`src/rtl/seq_serializer.sv`:
```
// Bit-serial transmitter: parallel words in over valid/ready, one bit per clock out.
// A one-word pending buffer lets consecutive words stream with no idle cycle between them.
module seq_serializer #(
    parameter int WIDTH     = 32,
    parameter bit MSB_FIRST = 1'b1
) (
    input  logic             clk,
    input  logic             reset,
    input  logic             load_valid,
    output logic             load_ready,
    input  logic [WIDTH-1:0] load_data,
    output logic             out_bit,
    output logic             out_valid,
    output logic             out_last,
    output logic             busy
);
    // state | meaning
    // IDLE  | nothing to send, outputs held low
    // SHIFT | presenting one bit of sh per clock, cnt = bits left after this one
    typedef enum logic {IDLE, SHIFT} state_t;

    localparam int CW = (WIDTH > 1) ? $clog2(WIDTH) : 1;
    localparam logic [CW-1:0] CNT_TOP = CW'(WIDTH - 1);

    state_t           state, state_d;
    logic [WIDTH-1:0] sh, pend, sh_shifted;
    logic [CW-1:0]    cnt;
    logic             pend_full, accept, last_bit;
    logic             bit_d, valid_d, last_d;

    assign load_ready = !pend_full;
    assign accept     = load_valid && load_ready;
    assign last_bit   = (cnt == '0);
    assign busy       = (state == SHIFT) || pend_full;
    assign sh_shifted = MSB_FIRST ? {sh[WIDTH-2:0], 1'b0} : {1'b0, sh[WIDTH-1:1]};

    always_ff @(posedge clk) begin
        if (reset) begin
            state <= IDLE;
        end else begin
            state <= state_d;
        end
    end

    always_comb begin
        state_d = state;
        case (state)
            IDLE:    if (accept) state_d = SHIFT;
            SHIFT:   if (last_bit && !pend_full && !accept) state_d = IDLE;
            default: state_d = IDLE;
        endcase
    end

    always_comb begin
        bit_d   = 1'b0;
        valid_d = 1'b0;
        last_d  = 1'b0;
        if (state == SHIFT) begin
            bit_d   = MSB_FIRST ? sh[WIDTH-1] : sh[0];
            valid_d = 1'b1;
            last_d  = last_bit;
        end
    end

    always_ff @(posedge clk) begin
        if (reset) begin
            sh        <= '0;
            pend      <= '0;
            cnt       <= '0;
            pend_full <= 1'b0;
            out_bit   <= 1'b0;
            out_valid <= 1'b0;
            out_last  <= 1'b0;
        end else begin
            out_bit   <= bit_d;
            out_valid <= valid_d;
            out_last  <= last_d;
            case (state)
                IDLE: begin
                    if (accept) begin
                        sh  <= load_data;
                        cnt <= CNT_TOP;
                    end
                end
                SHIFT: begin
                    if (!last_bit) begin
                        sh  <= sh_shifted;
                        cnt <= cnt - CW'(1);
                        if (accept) begin
                            pend      <= load_data;
                            pend_full <= 1'b1;
                        end
                    end else if (pend_full) begin
                        sh        <= pend;
                        pend_full <= 1'b0;
                        cnt       <= CNT_TOP;
                    end else if (accept) begin
                        // pend is empty on the final bit, so the new word goes straight in
                        sh  <= load_data;
                        cnt <= CNT_TOP;
                    end else begin
                        sh <= sh_shifted;
                    end
                end
                default: ;
            endcase
        end
    end
endmodule

```
`config.mk`:
```
export PLATFORM = sky130hd
export DESIGN_NAME = seq_serializer
export DESIGN_NICKNAME = d
export VERILOG_FILES = /design/src/rtl/seq_serializer.sv
export SDC_FILE = /design/constraint.sdc
export NUM_CORES = 1
export LEC_CHECK = 0
export ABC_AREA = 1
export BUFFER_PORTS_ARGS = -buffer_cell sky130_fd_sc_hd__buf_2
export CAP_MARGIN = 5
export CORE_MARGIN = 5
export CORE_UTILIZATION = 59
export CTS_CLUSTER_DIAMETER = 120
export CTS_CLUSTER_SIZE = 25
export DETAILED_ROUTE_END_ITERATION = 10
export PLACE_DENSITY_LB_ADDON = 0.12
export SLEW_MARGIN = 20
export SYNTH_ARGS = -nofsm -noshare
export SYNTH_HDL_FRONTEND = slang
export SYNTH_SLANG_ARGS = --single-unit
```
`constraint.sdc`:
```
create_clock -name clk -period 2.1 [get_ports clk]
set_clock_uncertainty 0.1 [all_clocks]
set_input_delay 0.63 -clock clk [delete_from_list [all_inputs] [get_ports clk]]
set_output_delay 0.63 -clock clk [all_outputs]
set_load 0.05 [all_outputs]
```
* Word-level counts from Yosys, hierarchy flattened
Cells that the tools add are included. W data, S select, Z words.
Operators by class: add/sub/neg operators 1, multipliers 0, divide/modulo/power cells 0, magnitude comparators 0, equality and inequality tests 1, shift-type cells 0, mux-type cells 15, bitwise logic cells 2, reductions and logical operators 11
Operators by type and width (number):
- $mux W32 | 4
- $pmux W32 S2 | 1
- $mux W5 | 3
- $pmux W5 S2 | 1
- $logic_not A5 Y1 | 1
- $mux W1 | 5
- $sub A5 B1 Y5 const B | 1
- $logic_and A1 B1 Y1 | 3
- $reduce_and A3 Y1 | 1
- $logic_not A1 Y1 | 2
- $ne A2 B2 Y1 const B | 1
- $not A1 Y1 | 2
- $pmux W1 S2 | 1
- $reduce_and A2 Y1 | 1
- $reduce_bool A2 Y1 | 1
- $reduce_or A2 Y1 | 1
- $logic_or A1 B1 Y1 | 1
Word-level totals: register bits after elaboration 74, bits in latches 0, memory bits (writable) 0, memory bits (read-only) 0, input port bits 35, output and inout bits 5, logic and storage cells 38, memories kept 0

* Logic depth before layout (Yosys ltp)
depth in word-level cells 6, depth in mapped cells 10, depth with buffers taken out 8

* Worst setup path after synthesis
Ideal clock, no wire load.
path kind flip-flop to output port, start reg state, end out busy, data arrival time 1.181 ns, required time 1.370 ns, setup slack 0.189 ns, cell stages (with the launch flop) 5, cells stage by stage dfxtp_1 > buf_2 > inv_1 > clkbuf_1 > nand2_1
Between the ends: longest elaborated chain between the ends 1
RTL lines:
- from (decl) | RTL line 25 | state_t state, state_d;
- from (signal assigned) | RTL line 41 | state <= state_d;
- $logic_or A1 B1 Y1 | RTL line 34 | assign busy = (state == SHIFT) || pend_full;
- to (decl) | RTL line 15 | output logic busy
No other way between the ends.

* Worst setup path in the final report
start reg pend_full, end out busy
Between the ends: longest elaborated chain between the ends 1
RTL lines:
- from (decl) | RTL line 28 | logic pend_full, accept, last_bit;
- from (signal assigned) | RTL line 70 | pend_full <= 1'b0;
- from (signal assigned) | RTL line 91 | pend_full <= 1'b1;
- from (signal assigned) | RTL line 95 | pend_full <= 1'b0;
- $logic_or A1 B1 Y1 | RTL line 34
No other way between the ends.

==> key figures <==
CTS
  – Num CTS Buffers: 9
  – Clk root buf: clkbuf_8
  – Postcts setup bufs: 0
  – CTS resizes: 0
  – CTS tree: yes
  – CTS HTree Levels: 3
  – Clock Tree Buf Depth: 2
  – Clk pin slew, worst setup/hold paths: around 80 ps
  – CTS Hold Bufs: 0
  – Clk_lat worst skew: between 300 and 400 ps
  – # clock sinks: 74

Finish
  – Final instance area: approximately 4500 µm²
  – Final Non-Filler Cells: between 700 and 800
  – Most common cell after layout, fill and taps aside: nand2_1
  – Layout cells sized above 1: approximately 13%
  – Number of antenna diodes: 0
  – Final net count: between 700 and 800
  – Commonest non-fill, non-tap cells in the layout: nand2_1, nor2_1, dfxtp_1, inv_1, nand3_1
  – Syn-to-layout area delta: 13.1%
  – Final Util: between 60% and 70%

Power and ir drop
  – Design Power: around 3.5 mW
  – Maximum VDD drop: between 0.5 and 0.6 mV
  – Static Leakage: about 2.2 nW
  – PwrDens: about 800 nW/µm²

Setup path
  – Crit path DAT: ~1200 ps
  – Slowest CP cell: dfxtp_1
  – Worst setup endpoint: busy
  – R2R Path Start: cnt[0]
  – Critical path class: flip-flop to output port
  – Cells along the critical path: inv_2 -> nand2_1 -> buf_2
  – R2R setup slack: between 200 and 250 ps
  – Worst setup EP type: output port
  – Crit path depth: 3
  – CP delay by family, top: flip-flops
  – Crit path launch type: flip-flop
  – CP bufs+invs: 2
  – Largest stage delay, worst path: about 440 ps
  – Worst Setup SP: pend_full
  – CP Data Required Time: roughly 1400 ps
  – FF-to-FF End: pend[2]
  – R2R depth: 9
  – CP Max Fanout: 4

Global route
  – Total GRT Usage: 25.0%
  – Met1 Resource Use GR: 30.5%
  – Total grt overflow: 0
  – Largest net degree at the start of global routing: between 40 and 50
  – Vias in the first global route: 3733
  – First-pass GRT wire length: ~17000 µm
  – GR Util met2: a little over two fifths
  – Initial antenna violation count: 0
  – GR Layer Usage met3: roughly 5.6%
  – Layer with the highest usage: met2

Logic synthesis
  – Post-synth top area share: 37.6%
  – Post-Syn Nets: roughly 670
  – Post-Synthesis Cell Area: 3940 µm²
  – Top post-synthesis cells by area: dfxtp_1, nand2_1, nand3_1, nor2_1, o21ai_0
  – Yosys cell types: 29
  – Yosys reg bits: between 70 and 80
  – Mean Syn Cell Area: 6.17 µm²
  – Top cell type by total area after synthesis: dfxtp_1
  – Register area share after synthesis: between 30% and 40%
  – Syn Inst Count: between 600 and 700
  – Synth warn: 0

Floorplan
  – Core Footprint: between 6000 and 7000 µm²
  – Die ar.: around 8400 µm²
  – Initial Utilization: 61.3%
  – Die height: just over 90 µm
  – Row cnt: 29
  – Die Wd: roughly 90 µm
  – I/O pin count: 40

Outcome
  – Status: finished, final reports clean

Route
  – Final ANT Viol Nets: 0
  – Drt first pass iters: 5
  – Initial DRC Count: 240
  – Final WL: ~10000 µm
  – Routed len/inst: 13.6 µm
  – Avg Vias per Cell: between 5 and 6
  – Drt drc: 0
  – Via count: about 4000

STA
  – Slew HR: 63.3%
  – Final setup violation count: 0
  – Final worst slack: about 170 ps
  – Fin. Hold Viols: 0
  – Worst-margin pin slew: 548 ps
  – Final min period: 1930 ps
  – Pins over their slew limit: 0
  – Setup TNS: 0 ps
  – Max Clk Rate: just over 500 MHz
  – Fin crit share: between 90% and 100%
  – RSZ-0062 raised after global routing: false
  – Hold WS: roughly 360 ps

Placed design
  – Dpl cells: roughly 730
  – Setup WS pre-CTS: 222 ps
  – Gpl congestion: ~0.81
  – IO buf count: 39
  – Dpl cell area: between 4000 and 5000 µm²
  – Post-DP HPWL: ~6300 µm

Hold path
  – Hold_sp: pend[12]
  – Worst min-delay path class: flip-flop to flip-flop

Job
  – Max_cap viols: 0
cell families (layout without fill, tap and decap cells):
| family | Yosys count | after routing | share of synthesized area (%) |
|---|---|---|---|
| compound gates | 100 | 100 | 12.9 |
| xor+xnor | 1 | 1 | 0.223 |
| fa+ha+maj | 1 | 1 | 0.318 |
| buf+inv | 117 | 152 | 12.3 |
| flops | 74 | 74 | 37.6 |
| simple gates | 345 | 345 | 36.6 |
cell type report:
type	count	area (µm²)
fill	595	1970
multi-input combinational	447	1970
tap	77	96.3
inverter	79	297
clock buffer	12	165
timing repair buffer	57	393
sequential	74	1480
clock inverter	4	48.8
synthesized netlist by cell type:
master and n:
nand2_1 184, nor2_1 81, dfxtp_1 74, inv_1 73, nand3_1 65, o21ai_0 55, a21oi_1 34, clkbuf_1 15
buf_2 13, o21ai_1 7, buf_4 5, inv_2 4, a21boi_0 3, buf_1 3, nor2_4 3, nor3_1 3
clkinv_1 2, nand2_2 2, nand4_1 2, a31oi_1 1, buf_6 1, clkbuf_2 1, ha_1 1, nand2_4 1
nand3_2 1, nand3b_1 1, nand4_2 1, nor2_2 1, xor2_1 1
worst min-delay path by stage:
stage	to	slack (ps)	cells after the start
2_1_floorplan	out_bit	320	2
3_3_place_gp	pend[7]	350	2
3_5_place_dp	pend[30]	350	2
4_1_cts	pend[30]	360	2
5_1_grt	pend[11]	390	2
6_report	pend[12]	360	2
flip-flops by register name, indices dropped and copies added, names as in the netlist:
signal and flops:
cnt 5, sh 32, out_last 1, state 1, out_valid 1, pend 32
out_bit 1, pend_full 1
tightest hold or removal path: cells and delay by family, from the launching register on:
family | cells | cell delay [ps]
DFF | 1 | 310
and+or+nand+nor | 1 | 60
AOI/OAI and AO/OA | 1 | 50
routing by layer:
layer  vias up  wire (µm)
li1       2045          -
met1      1841       4390
met2       133       5050
met3        21        624
met4         0        169
met5         -          0
power breakdown:
group / total (mW) / internal [mW] / switching [mW]
sequential: 1.60 / 1.52 / 0.0777
clock: 1.17 / 0.645 / 0.529
combinational: 0.770 / 0.267 / 0.503
total: 3.55 / 2.43 / 1.11
No activity file was read; power rests on OpenSTA's default activity.
